[src/rtl/register_file.sv]
// 32 x 32-bit register file: two combinational read ports, one clocked write port, x0 hardwired to zero.
// Optional write-through bypass from the write port to the read ports: define REGFILE_BYPASS_EN.
module register_file #(
   parameter int DATA_W = 32,
   parameter int ADDR_W = 5,
   parameter int NREGS  = 32
) (
   input  logic              clk,
   input  logic              rst,
   input  logic              WriteEnable,
   input  logic [ADDR_W-1:0] rs1,
   input  logic [ADDR_W-1:0] rs2,
   input  logic [ADDR_W-1:0] rd,
   input  logic [DATA_W-1:0] WriteData,
   output logic [DATA_W-1:0] ReadData1,
   output logic [DATA_W-1:0] ReadData2
);

   logic [DATA_W-1:0] regs [NREGS];
   logic              wr_live;

   // x0 writes are dropped here; the read muxes also force x0 to zero
   assign wr_live = WriteEnable && (rd != '0);

   always_ff @(posedge clk or posedge rst) begin
      if (rst) begin
         for (int i = 0; i < NREGS; i++) begin
            regs[i] <= '0;
         end
      end else if (wr_live) begin
         regs[rd] <= WriteData;
      end
   end

`ifdef REGFILE_BYPASS_EN
   // Write-through: a same-cycle read of rd sees the incoming WriteData
   always_comb begin
      ReadData1 = '0;
      if (!rst && (rs1 != '0)) begin
         ReadData1 = (wr_live && (rd == rs1)) ? WriteData : regs[rs1];
      end
   end

   always_comb begin
      ReadData2 = '0;
      if (!rst && (rs2 != '0)) begin
         ReadData2 = (wr_live && (rd == rs2)) ? WriteData : regs[rs2];
      end
   end
`else
   always_comb begin
      ReadData1 = '0;
      if (!rst && (rs1 != '0)) begin
         ReadData1 = regs[rs1];
      end
   end

   always_comb begin
      ReadData2 = '0;
      if (!rst && (rs2 != '0)) begin
         ReadData2 = regs[rs2];
      end
   end
`endif

endmodule

[config.mk]
export PLATFORM = sky130hd
export DESIGN_NAME = register_file
export DESIGN_NICKNAME = d
export VERILOG_FILES = /design/src/rtl/register_file.sv
export SDC_FILE = /design/constraint.sdc
export NUM_CORES = 2
export LEC_CHECK = 0
export ABC_AREA = 1
export CAP_MARGIN = 40
export CELL_PAD_IN_SITES_DETAIL_PLACEMENT = 1
export CELL_PAD_IN_SITES_GLOBAL_PLACEMENT = 1
export CORE_MARGIN = 1.5
export CORE_UTILIZATION = 31
export DETAILED_ROUTE_END_ITERATION = 8
export DONT_BUFFER_PORTS = 1
export GPL_TIMING_DRIVEN = 1
export MAX_ROUTING_LAYER = met4
export PLACE_DENSITY = 0.66
export SYNTH_ARGS = -nofsm -noshare
export SYNTH_HDL_FRONTEND = slang
export SYNTH_SLANG_ARGS = --single-unit
[constraint.sdc]
create_clock -name clk -period 44.4 [get_ports clk]
set_input_delay 4.44 -clock clk [delete_from_list [all_inputs] [get_ports clk]]
set_output_delay 4.44 -clock clk [all_outputs]
set_load 0.05 [all_outputs]
Word-level counts from Yosys, hierarchy flattened

Index checks and enable logic that the tools add are counted.

Order comparisons: 4
Multiplexer cells: 11
Bitwise logic cells: 3
Reductions and logical operators: 8

Operators with widths:

| operator             | number |
|---|---|
| $bwmux W1024         | 1 |
| $bmux W32 S5         | 2 |
| $mux W32             | 7 |
| $demux W32 S5        | 1 |
| $ge A6 B6 Y1 const B | 3 |
| $not A5 Y6           | 3 |
| $reduce_bool A5 Y1   | 3 |
| $lt A6 B1 Y1 const B | 1 |
| $logic_and A1 B1 Y1  | 4 |
| $logic_not A1 Y1     | 1 |

Flip-flop bits (word level): 1024
Bits of input ports: 50
Output and inout port bits: 64
Logic and storage cells: 58

Depth between registers and ports, before layout

Depth after elaboration: 6
Depth in mapped cells: 11
Depth with buffers taken out: 9

Worst setup path before layout

OpenSTA, ideal clock, no wires.

Path kind: input port to output port
From: input rst
To: output ReadData1[18]
Arrival time: 29.972 ns
Data required time: 39.960 ns
Setup slack: 9.988 ns
Cell stages on the path: 3
Path buffers: 0
Cells stage by stage: inv_1 -> nand2_1 -> a21oi_1

Word-level cells in the longest chain between the ends: 3

Ends and longest elaborated chain:

| element             | line | source |
|---|---|---|
| start, declared     | 9    | `input logic rst,` |
| $logic_not A1 Y1    | 53   | `if (!rst && (rs1 != '0)) begin` |
| $logic_and A1 B1 Y1 | 53   |  |
| $mux W32            | 53   |  |
| end, declared       | 15   | `output logic [DATA_W-1:0] ReadData1,` |

No other way between the ends.

Final worst setup path

From: input rs1[0]
To: output ReadData1[13]

Word-level cells in the longest chain between the ends: 5
Elaborated cells on any way between the ends: 7
Those cells by class: mux (4); bitwise (1); reduce/logical (2)

Ends and longest elaborated chain:

| element                                      | line | source |
|---|---|---|
| start, declared                              | 11   | `input logic [ADDR_W-1:0] rs1,` |
| $not A5 Y6 (not written as such)             | 54   | `ReadData1 = regs[rs1];` |
| $bmux W32 S5                                 | 54   |  |
| $mux W32 (not written as such) (2 in series) | 54   |  |
| $mux W32 *                                   | 53   |  |

Every way passes the cells marked *; elsewhere a longest branch is shown, timed or not. The select of a mux whose other input is x is not followed.

==> results.tsv <==
metric	value	unit
status	finished with violations	
violated checks	slew limit	
number of top-level pins	114	
cell area after technology mapping	55850	sq um
number of instances in the synthesized netlist	8157	
Final Core Density	35.33	%
sink of the worst hold path	regs[1017]	
endpoint of the worst-slack reg-to-reg timing path	regs[252]	
start point of the worst min-delay path	regs[1017]	
buffer cell driving the clock tree root	sky130_fd_sc_hd__clkbuf_16	
die area	182700	sq um
grt ovf	0	
kind of end point of the critical path	output pin	
violation count after the first detailed-route iteration	5792	
H-tree depth	3	
R2R Setup Slk	43.61	ns
worst setup path class	input port to output pin	
drt drc	0	
number of buffers added to fix hold violations after cts	0	
post-synthesis to final-layout area growth	13.10	%
static leakage	29.59	nW
maximum number of pins on one net before global-route repair	550	
routed len/inst	26.44	microns
share of synthesized area occupied by flip-flops and latches	45.88	%
min Tclk post-route	14.61	ns
Crit path arrival time	10.17	ns
core area	178800	sq um
DIE HEIGHT	427.5	microns
count of instances resized after the clock tree is built	0	
setup repair after global routing missed its margin	no	
max-cap violations	0	
effective utilization at floorplan	31.24	%
depth of the most critical reg-to-reg path	2	
slew at the pin with the worst max-slew slack	2.407	ns
total global-route track usage	30.25	%
required time of the critical path	39.96	ns
wirelength, routed	270100	microns
largest registers	regs (1024)	
number of nets in the synthesized netlist	8207	
fill cell instance count of the final layout	22230	
Setup WS pre-CTS	31.41	ns
unique cell type count in the Yosys netlist	21	
max-slew headroom at the worst pin	-60.49	%
Die Wd	427.5	microns
Synth Area per Inst	6.847	sq um
maximum buffer depth of the clock tree	3	
first-pass GRT wire length	399200	microns
Tightest Hold Check Type	register to register	
DR pass1 iterations	6	
Final Slew Violations	311	
flops & latches, synth	1024	
Hold Crit Depth	0	
Hold Violations, Final	0	
pwr dens	44.60	nW/um^2
Critical Path Source Type	input port	
largest register by flop count	regs	
Avg Vias per Cell	5.645	
f_max	68.47	MHz
commonest cells after routing, fill and taps aside	sky130_fd_sc_hd__nand2_1 (3600), sky130_fd_sc_hd__nand3_1 (1089), sky130_fd_sc_hd__dfrtp_1 (1024), sky130_fd_sc_hd__o21ai_0 (845), sky130_fd_sc_hd__a21oi_1 (417)	
vias in the first global route	58820	
number of synthesis warnings	0	
final setup TNS	0	ns
total number of clock tree sinks	1024	
vias after detailed routing	57660	
clock transition time at the flip-flop clock pins of the worst setup and hold paths	0.05	ns
placed wire-length estimate	145300	microns
port bufs	0	
most common library cell in the layout ignoring fill and taps	sky130_fd_sc_hd__nand2_1	
number of antenna violations at the first check in global routing	12	
standard-cell row count	155	
Final Skew	0	ns
Post-CTS Repair Setup Buffers	0	
number of failing setup endpoints in the final timing report	0	
total number of nets in the final design	7803	
peak supply drop	35.10	uV
CTS tree	built	
worst hold margin	0.3777	ns
number of flip-flops under the largest register name	1024	
final total power	2.818	mW
Final Worst Setup Slack	29.79	ns
number of routed nets with antenna violations	0	
Inserted Clock Buffers	119	
Critical Path Start	rs1[0]	
startpoint of the worst-slack reg-to-reg timing path	regs[252]	
critical-path maximum fanout	549	
final period utilization	32.90	%
Clock Latency Late Sink	0.74	ns
Routability Congestion	0.8224	
ratio of cells with drive above 1 in the final layout	6.256	%
worst max path at each step:
stage          cells after the start             to  slack [ns]
3_3_place_gp                      12  ReadData1[13]       30.66
4_1_cts                           14  ReadData1[13]       31.38
3_5_place_dp                      14  ReadData1[13]       31.41
5_1_grt                           12  ReadData1[13]       30.75
2_1_floorplan                      3  ReadData1[18]        9.99
6_report                          14  ReadData1[13]       29.79
layout make-up:
cell class	instances	area [sq um]	share of cell area (%)
flip-flops and latches	1024	25620	40.56
repair buffers	201	2843	4.500
clock inverters	43	573.1	0.9072
inverters	92	390.4	0.6180
clock buffers	174	3485	5.516
diodes	10	25.02	0.03961
multi-input cells	6315	27280	43.19
well taps	2355	2947	4.665
Yosys cell counts:
master,count,share of area (%)
sky130_fd_sc_hd__a21oi_1,448,4.0
sky130_fd_sc_hd__buf_1,89,0.60
sky130_fd_sc_hd__buf_2,86,0.77
sky130_fd_sc_hd__buf_4,3,0.040
sky130_fd_sc_hd__buf_6,6,0.12
sky130_fd_sc_hd__clkbuf_1,542,3.6
sky130_fd_sc_hd__clkinv_1,2,0.013
sky130_fd_sc_hd__dfrtp_1,1024,46
sky130_fd_sc_hd__inv_1,78,0.52
sky130_fd_sc_hd__inv_2,12,0.081
sky130_fd_sc_hd__nand2_1,3609,24
sky130_fd_sc_hd__nand2_2,22,0.25
sky130_fd_sc_hd__nand3_1,1089,9.8
sky130_fd_sc_hd__nand4_1,2,0.022
sky130_fd_sc_hd__nor2_1,194,1.3
sky130_fd_sc_hd__nor2_4,2,0.040
sky130_fd_sc_hd__nor2_8,2,0.072
sky130_fd_sc_hd__nor3_2,8,0.14
sky130_fd_sc_hd__nor3_4,3,0.087
sky130_fd_sc_hd__o21ai_0,845,7.6
sky130_fd_sc_hd__o21ai_1,91,0.82
power breakdown:
group	internal, mW	leakage (nW)	switching, mW	total [mW]
sequential	1.11	13.2	0.144	1.25
clock	0.601	2.00	0.439	1.04
combinational	0.195	14.4	0.330	0.525
cell families after synthesis:
logic type      synth area share, %
compound gates                12.40
simple gates                  35.93
buf+inv                       5.791
flops                         45.88
critical path: stages:
cell and delay, ns:
sky130_fd_sc_hd__inv_8 1.28, sky130_fd_sc_hd__buf_4 0.27, sky130_fd_sc_hd__buf_16 0.31, sky130_fd_sc_hd__buf_4 0.73, sky130_fd_sc_hd__buf_4 0.72, sky130_fd_sc_hd__nand2_1 0.11
sky130_fd_sc_hd__nand2_1 0.09, sky130_fd_sc_hd__nand2_1 0.05, sky130_fd_sc_hd__nand2_1 0.05, sky130_fd_sc_hd__nor2_1 0.05, sky130_fd_sc_hd__nand2_1 0.06, sky130_fd_sc_hd__nand3_1 0.14
sky130_fd_sc_hd__a21oi_2 0.51, sky130_fd_sc_hd__buf_8 0.24
metal layers:
metal / wire length [microns] / vias up / GRT usage, %
li1: - / 25590 / -
met1: 111100 / 29330 / 36.81
met2: 126000 / 2136 / 48.68
met3: 17830 / 610 / 4.144
met4: 15150 / 0 / 16.02
met5: 0 / - / -
per-stage QoR:
step	cell area, sq um	cells
after global placement	57130	9894
after global routing	63170	10210
final	63170	10210
after CTS	63140	10200
after floorplan	55850	8157
after detailed placement	59090	9987
Note: power is estimated with default switching activity, not from simulation.
